--- config.mk ---
export PLATFORM = sky130hd
export DESIGN_NAME = gray_code_converter_flat
export DESIGN_NICKNAME = d
export VERILOG_FILES = /design/src/rtl/gray_code_converter_if.sv /design/src/rtl/gray_code_converter.sv /design/src/flat_wrapper.sv
export SDC_FILE = /design/constraint.sdc
export NUM_CORES = 1
export LEC_CHECK = 0
export ABC_AREA = 1
export CAP_MARGIN = 20
export CORE_MARGIN = 1.5
export CORE_UTILIZATION = 60
export DETAILED_ROUTE_END_ITERATION = 10
export GPL_TIMING_DRIVEN = 0
export PLACE_DENSITY = 0.84
export SLEW_MARGIN = 20
export SYNTH_ARGS = -nofsm -noshare
export SYNTH_HDL_FRONTEND = slang
export SYNTH_SLANG_ARGS = --single-unit
--- constraint.sdc ---
create_clock -name clk -period 2.2 [get_ports clk]
set_input_delay 0.55 -clock clk [delete_from_list [all_inputs] [get_ports clk]]
set_output_delay 0.55 -clock clk [all_outputs]
set_load 0.1 [all_outputs]
--- src/rtl/gray_code_converter_if.sv ---
// Handshake bundle for the Gray/binary converter: input word channel and output word channel.
// The slave modport is the converter's view; the master modport is the source/sink side.
interface gray_code_converter_if #(
    parameter int WIDTH = 8
);
    logic             in_valid;
    logic             in_ready;
    logic [WIDTH-1:0] in_data;
    logic             in_mode;
    logic             out_valid;
    logic             out_ready;
    logic [WIDTH-1:0] out_data;
    logic             out_mode;
    logic             step_err;

    modport slave (
        input  in_valid, in_data, in_mode, out_ready,
        output in_ready, out_valid, out_data, out_mode, step_err
    );

    modport master (
        output in_valid, in_data, in_mode, out_ready,
        input  in_ready, out_valid, out_data, out_mode, step_err
    );
endinterface

--- src/rtl/gray_code_converter.sv ---
// Pipelined Gray<->binary converter with per-word direction and a Gray step-error monitor.
// Gray-to-binary resolves BITS_PER_STAGE bits per stage from the MSB down; binary-to-Gray is done in stage 0.
module gray_code_converter #(
    parameter int WIDTH          = 8,
    parameter int BITS_PER_STAGE = 2,
    parameter int CHECK_STEP     = 1
) (
    input  logic                  clk,
    input  logic                  reset_n,
    gray_code_converter_if.slave  bus
);
    localparam int LAT = (WIDTH + BITS_PER_STAGE - 1) / BITS_PER_STAGE;

    logic [WIDTH-1:0] r_w_p [LAT];
    logic [LAT-1:0]   r_vld_p;
    logic [LAT-1:0]   r_mode_p;
    logic [LAT-1:0]   r_err_p;

    logic [WIDTH-1:0] w_src [LAT];
    logic [WIDTH-1:0] w_nxt [LAT];
    logic [LAT-1:0]   w_mode_src;
    logic             w_adv;
    logic             w_accept;
    logic             w_err_in;

    // Resolve the Gray bits owned by stage k; higher bits are already binary.
    function automatic logic [WIDTH-1:0] g2b_stage(input logic [WIDTH-1:0] w, input int k);
        logic [WIDTH-1:0] r;
        int hi;
        int lo;
        r  = w;
        hi = WIDTH - 1 - k * BITS_PER_STAGE;
        lo = WIDTH - (k + 1) * BITS_PER_STAGE;
        if (lo < 0) lo = 0;
        for (int i = WIDTH - 2; i >= 0; i--) begin
            if (i <= hi && i >= lo) r[i] = r[i+1] ^ r[i];
        end
        return r;
    endfunction

    function automatic logic [WIDTH-1:0] stage_fn(input logic [WIDTH-1:0] w, input logic mode,
                                                  input int k);
        logic [WIDTH-1:0] r;
        if (!mode)       r = g2b_stage(w, k);
        else if (k == 0) r = w ^ (w >> 1);
        else             r = w;
        return r;
    endfunction

    assign w_adv        = bus.out_ready | ~r_vld_p[LAT-1];
    assign w_accept     = bus.in_valid & w_adv;
    assign bus.in_ready = w_adv;

    always_comb begin
        for (int k = 0; k < LAT; k++) begin
            w_src[k]      = '0;
            w_mode_src[k] = 1'b0;
            w_nxt[k]      = '0;
        end
        w_src[0]      = bus.in_data;
        w_mode_src[0] = bus.in_mode;
        for (int k = 1; k < LAT; k++) begin
            w_src[k]      = r_w_p[k-1];
            w_mode_src[k] = r_mode_p[k-1];
        end
        for (int k = 0; k < LAT; k++) begin
            w_nxt[k] = stage_fn(w_src[k], w_mode_src[k], k);
        end
    end

    generate
        if (CHECK_STEP != 0) begin : g_step
            logic [WIDTH-1:0] r_last_gray;
            logic             r_have_prev;
            logic [WIDTH-1:0] w_diff;

            // More than one differing bit <=> clearing the lowest set bit leaves something.
            assign w_diff   = bus.in_data ^ r_last_gray;
            assign w_err_in = r_have_prev & ~bus.in_mode & ((w_diff & (w_diff - WIDTH'(1))) != '0);

            always_ff @(posedge clk or negedge reset_n) begin
                if (!reset_n) begin
                    r_last_gray <= '0;
                    r_have_prev <= 1'b0;
                end else if (w_accept && !bus.in_mode) begin
                    r_last_gray <= bus.in_data;
                    r_have_prev <= 1'b1;
                end
            end
        end else begin : g_nostep
            assign w_err_in = 1'b0;
        end
    endgenerate

    // Stage registers: control is reset, data words are only loaded on advance.
    always_ff @(posedge clk or negedge reset_n) begin
        if (!reset_n) begin
            r_vld_p  <= '0;
            r_mode_p <= '0;
            r_err_p  <= '0;
        end else if (w_adv) begin
            r_vld_p[0]  <= w_accept;
            r_mode_p[0] <= w_accept & bus.in_mode;
            r_err_p[0]  <= w_accept & w_err_in;
            for (int k = 1; k < LAT; k++) begin
                r_vld_p[k]  <= r_vld_p[k-1];
                r_mode_p[k] <= r_mode_p[k-1];
                r_err_p[k]  <= r_err_p[k-1];
            end
        end
    end

    always_ff @(posedge clk) begin
        if (w_adv) begin
            for (int k = 0; k < LAT; k++) r_w_p[k] <= w_nxt[k];
        end
    end

    assign bus.out_valid = r_vld_p[LAT-1];
    assign bus.out_data  = r_vld_p[LAT-1] ? r_w_p[LAT-1] : '0;
    assign bus.out_mode  = r_mode_p[LAT-1];
    assign bus.step_err  = r_err_p[LAT-1];
endmodule

--- src/flat_wrapper.sv ---
// flat-port wrapper written by rule: the top's interface ports become plain ports
module gray_code_converter_flat 
#(
    parameter int WIDTH          = 8,
    parameter int BITS_PER_STAGE = 2,
    parameter int CHECK_STEP     = 1
)
  (clk, reset_n, bus_in_valid, bus_in_data, bus_in_mode, bus_out_ready, bus_in_ready, bus_out_valid, bus_out_data, bus_out_mode, bus_step_err);
  gray_code_converter_if #(.WIDTH(WIDTH)) bus_i ();
  input  logic clk;
  input  logic reset_n;
  input wire logic [$bits(bus_i.in_valid)-1:0] bus_in_valid;
  input wire logic [$bits(bus_i.in_data)-1:0] bus_in_data;
  input wire logic [$bits(bus_i.in_mode)-1:0] bus_in_mode;
  input wire logic [$bits(bus_i.out_ready)-1:0] bus_out_ready;
  output wire logic [$bits(bus_i.in_ready)-1:0] bus_in_ready;
  output wire logic [$bits(bus_i.out_valid)-1:0] bus_out_valid;
  output wire logic [$bits(bus_i.out_data)-1:0] bus_out_data;
  output wire logic [$bits(bus_i.out_mode)-1:0] bus_out_mode;
  output wire logic [$bits(bus_i.step_err)-1:0] bus_step_err;
  assign bus_i.in_valid = bus_in_valid;
  assign bus_i.in_data = bus_in_data;
  assign bus_i.in_mode = bus_in_mode;
  assign bus_i.out_ready = bus_out_ready;
  assign bus_in_ready = bus_i.in_ready;
  assign bus_out_valid = bus_i.out_valid;
  assign bus_out_data = bus_i.out_data;
  assign bus_out_mode = bus_i.out_mode;
  assign bus_step_err = bus_i.step_err;
  gray_code_converter #(.WIDTH(WIDTH), .BITS_PER_STAGE(BITS_PER_STAGE), .CHECK_STEP(CHECK_STEP)) u_core (.clk(clk), .reset_n(reset_n), .bus(bus_i));
endmodule
==> results.cfg, run 1 <==
[die]
fp.dieH_um = 65.9
coreArea_mm2 = 0.00372
start_util = 0.639
fp.dieW_um = 65.9
dieArea_mm2 = 0.00434
num_io_pins = 25
rows = 22

[critical_path]
cp_max_fo = 42
timing.rr.start = u_core.r_vld_p[3]$_DFFE_PN0N_
r2r_slack_ns = 0.73
arrival_ns = 1.61
start_kind = primary input
required_ns = 1.65
startpoint = bus_out_ready
crit_end = bus_in_ready
r2r-end = u_core.g_step.r_last_gray[7]$_DFFE_PN0P_
path_class = primary input to output port
rr_worst_depth = 9
cp-end-kind = output port

[synthesis]
yosysTopAreaCell = edfxtp_1
syn-num-nets = 245
ys_warn_count = 0
syn_area_mm2 = 0.00237
yosysSeqAreaShare = 0.626
synth_area_leaders = edfxtp_1 (40%), dfrtp_1 (22%), nand2_1 (13%)
ys_types = 28
synth_top_area_frac = 0.405
ys_seq_elements = 53
avgSynthCellArea_um2 = 10.2
synth_cells = 232

[run_status]
status = complete, no violations

[routing]
wl_per_cell_um = 11.5
totalWireLength_mm = 3.59
drc = 0
vias = 1535
vias_per_cell = 4.94
ant_nets = 0
drt_iter0_markers = 111
dr.pass1.iters = 4

[global_route]
gr-usage-met3 = 0.0426
grt_max_degree = 43
track_usage = 0.197
overflow = 0
global_route.peak_usage_layer = met2
antenna_found_initial = 0
use_met1 = 0.217
grt_pass1_wl_mm = 6.22
grt_pass1_vias = 1465
grtUsageMet2 = 0.362

[sta]
final-max-slew-violation-count = 0
hold_violations = 0
worst_pin_slew_ns = 0.952
rsz0062_at_grt = false
setup_viol = 0
tns_ns = 0
setup_ws_ns = 0.0434
final.setup_skew_ns = 0.00499
relSlewSlack = 0.368
min_period_over_period = 0.980
holdWs_ns = 0.182
layout_min_cycle_time_ns = 2.16
clock.fmax_ghz = 0.464

[layout]
mostFrequentLayoutCells = nand2_1 (82), inv_1 (34), edfxtp_1 (32), dfrtp_1 (20), o21ai_0 (16)
nets = 275
design_area_mm2 = 0.00279
finalCoreUtilization = 0.751
diodes = 0
final_common_cell = nand2_1
synthToLayoutAreaGrowth_pct = 17.6
drive_gt1_frac = 0.179

[clocking]
cts_buffers = 5
clk_latency_ns = 0.30
clk_path_buf_depth = 2
clock-sinks = 53
cts.htree.levels = 2
root_buffer = clkbuf_8
postCtsHoldBufs = 0
cts_tree = yes
clk_pin_slew_ns = 0.09

[place]
dpl.hpwl_mm = 2.51
place_area_mm2 = 0.00267
io_buffers = 23
pre_cts_ws_ns = -0.970
place_congestion = 0.879

[pwr]
peakVddDrop_mv = 0.599
p_per_area_mw_per_mm2 = 1440
leakage_nw = 1.31

[hold_path]
hp-class = primary input to async pin

[run]
maxCapViolations = 0
-- cell families after synthesis --
group,count (synthesis),share of synthesized area
buffers and inverters,42,0.0828
DFF,53,0.626
xor gates and xnor gates,6,0.0221
AOI/OAI and AO/OA,30,0.0770
and+or+nand+nor,101,0.192
-- sequential cells by signal, indices dropped and copies added, names as in the netlist --
register	flops
u_core.r_w_p	32
u_core.g_step.r_last_gray	8
u_core.r_err_p	4
u_core.r_mode_p	4
u_core.r_vld_p	4
u_core.g_step.r_have_prev	1
-- critical path: stages --
cell,delay [ns]
clkdlybuf4s50_1,0.56
nor2_8,0.09
inv_16,0.16
buf_8,0.22
-- per-stage QoR --
| step | cells | power (W) |
|---|---|---|
| after global placement | 303 | 0.00338 |
| after floorplan | 232 | 0.00305 |
| final | 311 | 0.00403 |
| after global routing | 311 | 0.00425 |
| after detailed placement | 303 | 0.00345 |
| after CTS | 311 | 0.00406 |
-- cell usage after synthesis (all sizes together) --
master,number
o21ai,23
a21oi,4
o21bai,1
clkbuf,1
edfxtp,32
nand3,1
buf,3
o21a,1
o22ai,1
xor2,2
nor2,7
dfrtp,21
nand2,91
or2,2
inv,38
xnor2,4
-- how the worst min path moves through the flow --
stage               slack, ns                                       end  cells past startpoint                          from
floorplan                0.25     u_core.g_step.r_have_prev$_DFFE_PN0P_                      0                       reset_n
finish                   0.18  u_core.g_step.r_last_gray[2]$_DFFE_PN0P_                      1                       reset_n
global placement         0.40              u_core.r_w_p[2][7]$_DFFE_PN_                      0  u_core.r_w_p[1][7]$_DFFE_PN_
detailed placement       0.40              u_core.r_w_p[2][0]$_DFFE_PN_                      0  u_core.r_w_p[1][0]$_DFFE_PN_
CTS                      0.43              u_core.r_w_p[3][4]$_DFFE_PN_                      0  u_core.r_w_p[2][4]$_DFFE_PN_
global route             0.23  u_core.g_step.r_last_gray[7]$_DFFE_PN0P_                      1                       reset_n
-- layout make-up --
cell class	count	area [µm²]
multi-input cells	137	691
well taps	48	60.1
plain buffers	4	41.3
flip-flops and latches	53	1490
repair buffers	23	236
clock inverters	3	41.3
clock buffers	5	68.8
inverters	38	164
fillers	275	926
-- metal layers --
layer  wire length, µm  part of all wire
met3               122             0.034
met5                 0                 0
met4                76             0.021
met1              1530              0.43
met2              1860              0.52
-- where the power goes --
part	internal [W]	switching, W	leakage (nW)	total [W]
Clock	0.000335	0.000302	0.0518	0.000637
Sequential	0.00150	0.000149	0.582	0.00165
Combinational	0.000423	0.00132	0.677	0.00174
-- repair_timing --
action / in CTS / in global routing
endpoints found under the setup margin: 12 / 1
gates resized for setup: 36 / 1
gates cloned: 0 / 0
setup buffers: 0 / 0
Note: power is estimated with default switching activity, not from simulation.
==> inputs of run 2 (changes only) <==
Settings changed: MAX_ROUTING_LAYER set to met4.
==> results.cfg, run 2 (same netlist as run 1, synthesis figures left out) <==
[clocking]
clk_latency_ns = 0.30
cts_tree = yes
clk_path_buf_depth = 2
cts_buffers = 5
post_cts_buffers = 0
clk_pin_slew_ns = 0.09
root_buffer = clkbuf_8
clock-sinks = 53
cts.htree.levels = 2

[pwr]
pwr-share-seq = 0.410
power_frac_clock = 0.158
p_per_area_mw_per_mm2 = 1440
p_comb_frac = 0.432
power.internal_w = 0.00226
peakVddDrop_mv = 0.599
sw_frac_of_total = 0.439
leakage_nw = 1.31
p_sw_w = 0.00177

[layout]
drive_gt1_frac = 0.179
fill_cells = 275
diodes = 0
final_common_cell = nand2_1
top_regs = u_core.r_w_p x32, u_core.g_step.r_last_gray x8
mostFrequentLayoutCells = nand2_1 (82), inv_1 (34), edfxtp_1 (32), dfrtp_1 (20), o21ai_0 (16)
synthToLayoutAreaGrowth_pct = 17.6
nets = 275
finalCoreUtilization = 0.751
top_register = u_core.r_w_p
design_area_mm2 = 0.00279
largest_reg_flops = 32

[global_route]
grt_max_degree = 43
use_met1 = 0.217
global_route.peak_usage_layer = met2
overflow = 0
track_usage = 0.202
gr-usage-met3 = 0.0426
antenna_found_initial = 0
grtUsageMet2 = 0.362
grt_pass1_vias = 1464
grt_pass1_wl_mm = 6.22

[critical_path]
path_class = primary input to output port
r2r_slack_ns = 0.73
cp_max_fo = 42
slowest_stage = clkdlybuf4s50_1
arrival_ns = 1.61
timing.rr.start = u_core.r_vld_p[3]$_DFFE_PN0N_
required_ns = 1.65
path_delay_family = buffers and inverters
start_kind = primary input
rr_worst_depth = 9
cp-end-kind = output port
crit_chain = clkdlybuf4s50_1 > nor2_8 > inv_16 > buf_8
crit_path_max_incr_delay_ns = 0.56
path_buf_inv = 3
r2r-end = u_core.g_step.r_last_gray[7]$_DFFE_PN0P_

[die]
start_util = 0.639
fp.dieH_um = 65.9
dieArea_mm2 = 0.00434
fp.dieW_um = 65.9
num_io_pins = 25
rows = 22
coreArea_mm2 = 0.00372

[place]
dpl.hpwl_mm = 2.51
place_congestion = 0.894
place_area_mm2 = 0.00267
io_buffers = 23

[routing]
drc = 0
wl_per_cell_um = 11.5
ant_nets = 0
dr.pass1.iters = 4
vias = 1531
vias_per_cell = 4.92
drt_iter0_markers = 114
totalWireLength_mm = 3.58

[sta]
final.setup_skew_ns = 0.00502
worst_pin_slew_ns = 0.952
setup_viol = 0
rsz0062_at_grt = false
final-max-slew-violation-count = 0
tns_ns = 0
relSlewSlack = 0.368
layout_min_cycle_time_ns = 2.16
hold_violations = 0
clock.fmax_ghz = 0.464
min_period_over_period = 0.980

[hold_path]
hp-class = primary input to async pin

[run]
maxCapViolations = 0

[run_status]
status = complete, no violations
[run 2: worst max-delay path by stage]
| stage | from | to | slack, ns | cells past startpoint |
|---|---|---|---|---|
| 5_1_grt | bus_out_ready | bus_in_ready | 0.007 | 4 |
| 3_3_place_gp | bus_out_ready | bus_in_ready | -0.96 | 4 |
| 4_1_cts | bus_out_ready | bus_in_ready | 0.02 | 4 |
| 3_5_place_dp | bus_out_ready | bus_in_ready | -0.97 | 4 |
| 2_1_floorplan | u_core.r_vld_p[3]$_DFFE_PN0N_ | bus_out_data[0] | 0.14 | 3 |
| 6_report | bus_out_ready | bus_in_ready | 0.04 | 4 |
[run 2: power by group through the flow]
stage	Sequential, W	Combinational (W)	Clock (W)
floorplan	0.00184	0.00121	0
global placement	0.00165	0.00173	0
detailed placement	0.00168	0.00177	0
CTS	0.00165	0.00175	0.000654
global route	0.00169	0.00188	0.000682
finish	0.00165	0.00174	0.000637
[run 2: layout make-up]
cell class	count	area (µm²)	area share
timing repair buffer	23	236	0.0848
clock buffer	5	68.8	0.0247
inverter	38	164	0.0587
buffer	4	41.3	0.0148
sequential	53	1490	0.533
clock inverter	3	41.3	0.0148
tap	48	60.1	0.0215
multi-input combinational	137	691	0.248
[run 2: stage by stage]
step | std cells | power, W | setup slack, ns | hold WS [ns]
3_5_place_dp | 303 | 0.00345 | -0.970 | 0.405
3_3_place_gp | 303 | 0.00338 | -0.956 | 0.401
4_1_cts | 311 | 0.00406 | 0.0242 | 0.429
5_1_grt | 311 | 0.00425 | 0.00716 | 0.233
6_report | 311 | 0.00403 | 0.0434 | 0.182
2_1_floorplan | 232 | 0.00305 | 0.138 | 0.254
[run 2: repair_timing]
action	in CTS	in global routing
endpoints found under the setup margin	12	1
gates cloned	0	0
gates resized for setup	36	1
hold buffers	0	0
[run 2: routing by layer]
| layer | up-vias | part of all wire |
|---|---|---|
| met5 | - | 0 |
| met2 | 31 | 0.52 |
| li1 | 784 | - |
| met4 | 0 | 0.020 |
| met3 | 8 | 0.033 |
| met1 | 708 | 0.43 |
[run 2: worst register-to-register path, stage by stage, from the launching register on]
cell and delay (ns):
dfrtp_2 0.41, buf_6 0.14, inv_6 0.06, nor2_8 0.05
inv_16 0.16, nand2_4 0.12, nor2_8 0.17, buf_12 0.17
nand2_2 0.06, o21ai_2 0.06
==> inputs of run 3 (changes only) <==
Clock period 2.2 ns to 2.8 ns, I/O delays scaled along.
==> results.cfg, run 3 (same netlist as run 1, synthesis figures left out) <==
[run_status]
status = complete, no violations

[sta]
worst_pin_slew_ns = 0.969
final.setup_skew_ns = 0.00576
hold_violations = 0
layout_min_cycle_time_ns = 2.76
final-max-slew-violation-count = 0
min_period_over_period = 0.985
clock.fmax_ghz = 0.363
relSlewSlack = 0.353
rsz0062_at_grt = false
setup_viol = 0

[global_route]
grt_pass1_wl_mm = 5.87
antenna_found_initial = 0
track_usage = 0.184
overflow = 0
grt_pass1_vias = 1374
grt_max_degree = 43

[clocking]
root_buffer = clkbuf_8
clk_latency_ns = 0.29
clk_path_buf_depth = 2
cts_buffers = 5
cts.htree.levels = 2
postCtsHoldBufs = 0
clk_pin_slew_ns = 0.09
cts_resized = 5
cts_tree = yes
post_cts_buffers = 0
clock-sinks = 53

[critical_path]
required_ns = 2.10
rr_worst_depth = 9
arrival_ns = 2.06
path_class = primary input to output port
cp-end-kind = output port
cp_max_fo = 42
start_kind = primary input

[layout]
fin_cells = 311
mostFrequentLayoutCells = nand2_1 (82), inv_1 (34), edfxtp_1 (32), dfrtp_1 (21), clkdlybuf4s50_1 (19)
drive_gt1_frac = 0.144
top_regs = u_core.r_w_p x32, u_core.g_step.r_last_gray x8
synthToLayoutAreaGrowth_pct = 16.7
seqCellArea_mm2 = 0.00149
design_area_mm2 = 0.00277
nets = 275
fill_cells = 260
diodes = 0
largest_reg_flops = 32
final_common_cell = nand2_1
multi_input_area_um2 = 691
top_register = u_core.r_w_p

[place]
dpl.hpwl_mm = 2.44
place_congestion = 0.883
place_area_mm2 = 0.00266
dp_cells = 303
io_buffers = 23

[routing]
vias = 1516
drt_iter0_markers = 80
vias_per_cell = 4.87
totalWireLength_mm = 3.34
ant_nets = 0
drc = 0
wl_per_cell_um = 10.7
dr.pass1.iters = 4

[die]
coreArea_mm2 = 0.00372
start_util = 0.639
num_io_pins = 25
fp.dieW_um = 65.9
rows = 22
dieArea_mm2 = 0.00434
fp.dieH_um = 65.9

[run]
maxCapViolations = 0

[pwr]
leakage_nw = 1.32
peakVddDrop_mv = 0.430
p_per_area_mw_per_mm2 = 1140

[hold_path]
hp-class = primary input to async pin
-- run 3: cell types whose count changed in the layout (fill, tap and decap cells not counted), moves of 2 or more --
cell / change
clkdlybuf4s15_2: -8
clkdlybuf4s50_1: +9
dlygate4sd2_1: -3
dlymetal6s2s_1: +2
-- run 3: critical path: stages --
cell	delay, ns
clkdlybuf4s50_1	0.56
nor2_8	0.08
inv_8	0.21
buf_2	0.49
-- run 3: metrics by stage --
stage	power (W)	utilization	hold WS, ns	TNS (ns)	setup WS (ns)
finish	0.00317	0.745	0.349	0	0.0420
global route	0.00334	0.745	0.375	0	0.00127
CTS	0.00320	0.745	0.427	0	0.0337
detailed placement	0.00270	0.717	0.405	-0.673	-0.673
global placement	0.00265	0.717	0.401	-0.657	-0.657
floorplan	0.00239	-	0.400	0	0.309
-- run 3: metal layers --
metal / vias up / part of all wire / global-route usage / wire length, µm
li1: 781 / - / - / -
met1: 706 / 0.45 / 0.224 / 1500
met2: 27 / 0.52 / 0.309 / 1730
met3: 2 / 0.032 / 0.0460 / 106
met4: 0 / 0.0036 / 0.0469 / 12
met5: - / 0 / - / 0
-- run 3: worst paths after layout --
check / startpoint / slack [ns] / to
setup / recovery: bus_out_ready / 0.04 / bus_in_ready
hold / removal: reset_n / 0.35 / u_core.g_step.r_last_gray[1]$_DFFE_PN0P_
setup reg to reg: u_core.r_vld_p[3]$_DFFE_PN0N_ / 1.28 / u_core.g_step.r_last_gray[7]$_DFFE_PN0P_
hold reg to reg: u_core.r_w_p[0][0]$_DFFE_PN_ / 0.43 / u_core.r_w_p[1][0]$_DFFE_PN_
max in group asynchronous: reset_n / 2.12 / u_core.r_err_p[2]$_DFFE_PN0N_
min in group clk: u_core.r_w_p[0][0]$_DFFE_PN_ / 0.43 / u_core.r_w_p[1][0]$_DFFE_PN_
-- run 3: area by class of cell --
cell class / count / share of cell area
flip-flops and latches: 53 / 0.537
plain buffers: 4 / 0.0149
repair buffers: 23 / 0.0813
clock inverters: 2 / 0.0140
multi-input cells: 137 / 0.249
inverters: 38 / 0.0560
clock buffers: 6 / 0.0262
well taps: 48 / 0.0217
-- run 3: report_power, final --
part | switching [W] | internal (W)
sequential | 0.000118 | 0.00118
combinational | 0.00102 | 0.000352
clock | 0.000229 | 0.000268
total | 0.00137 | 0.00180
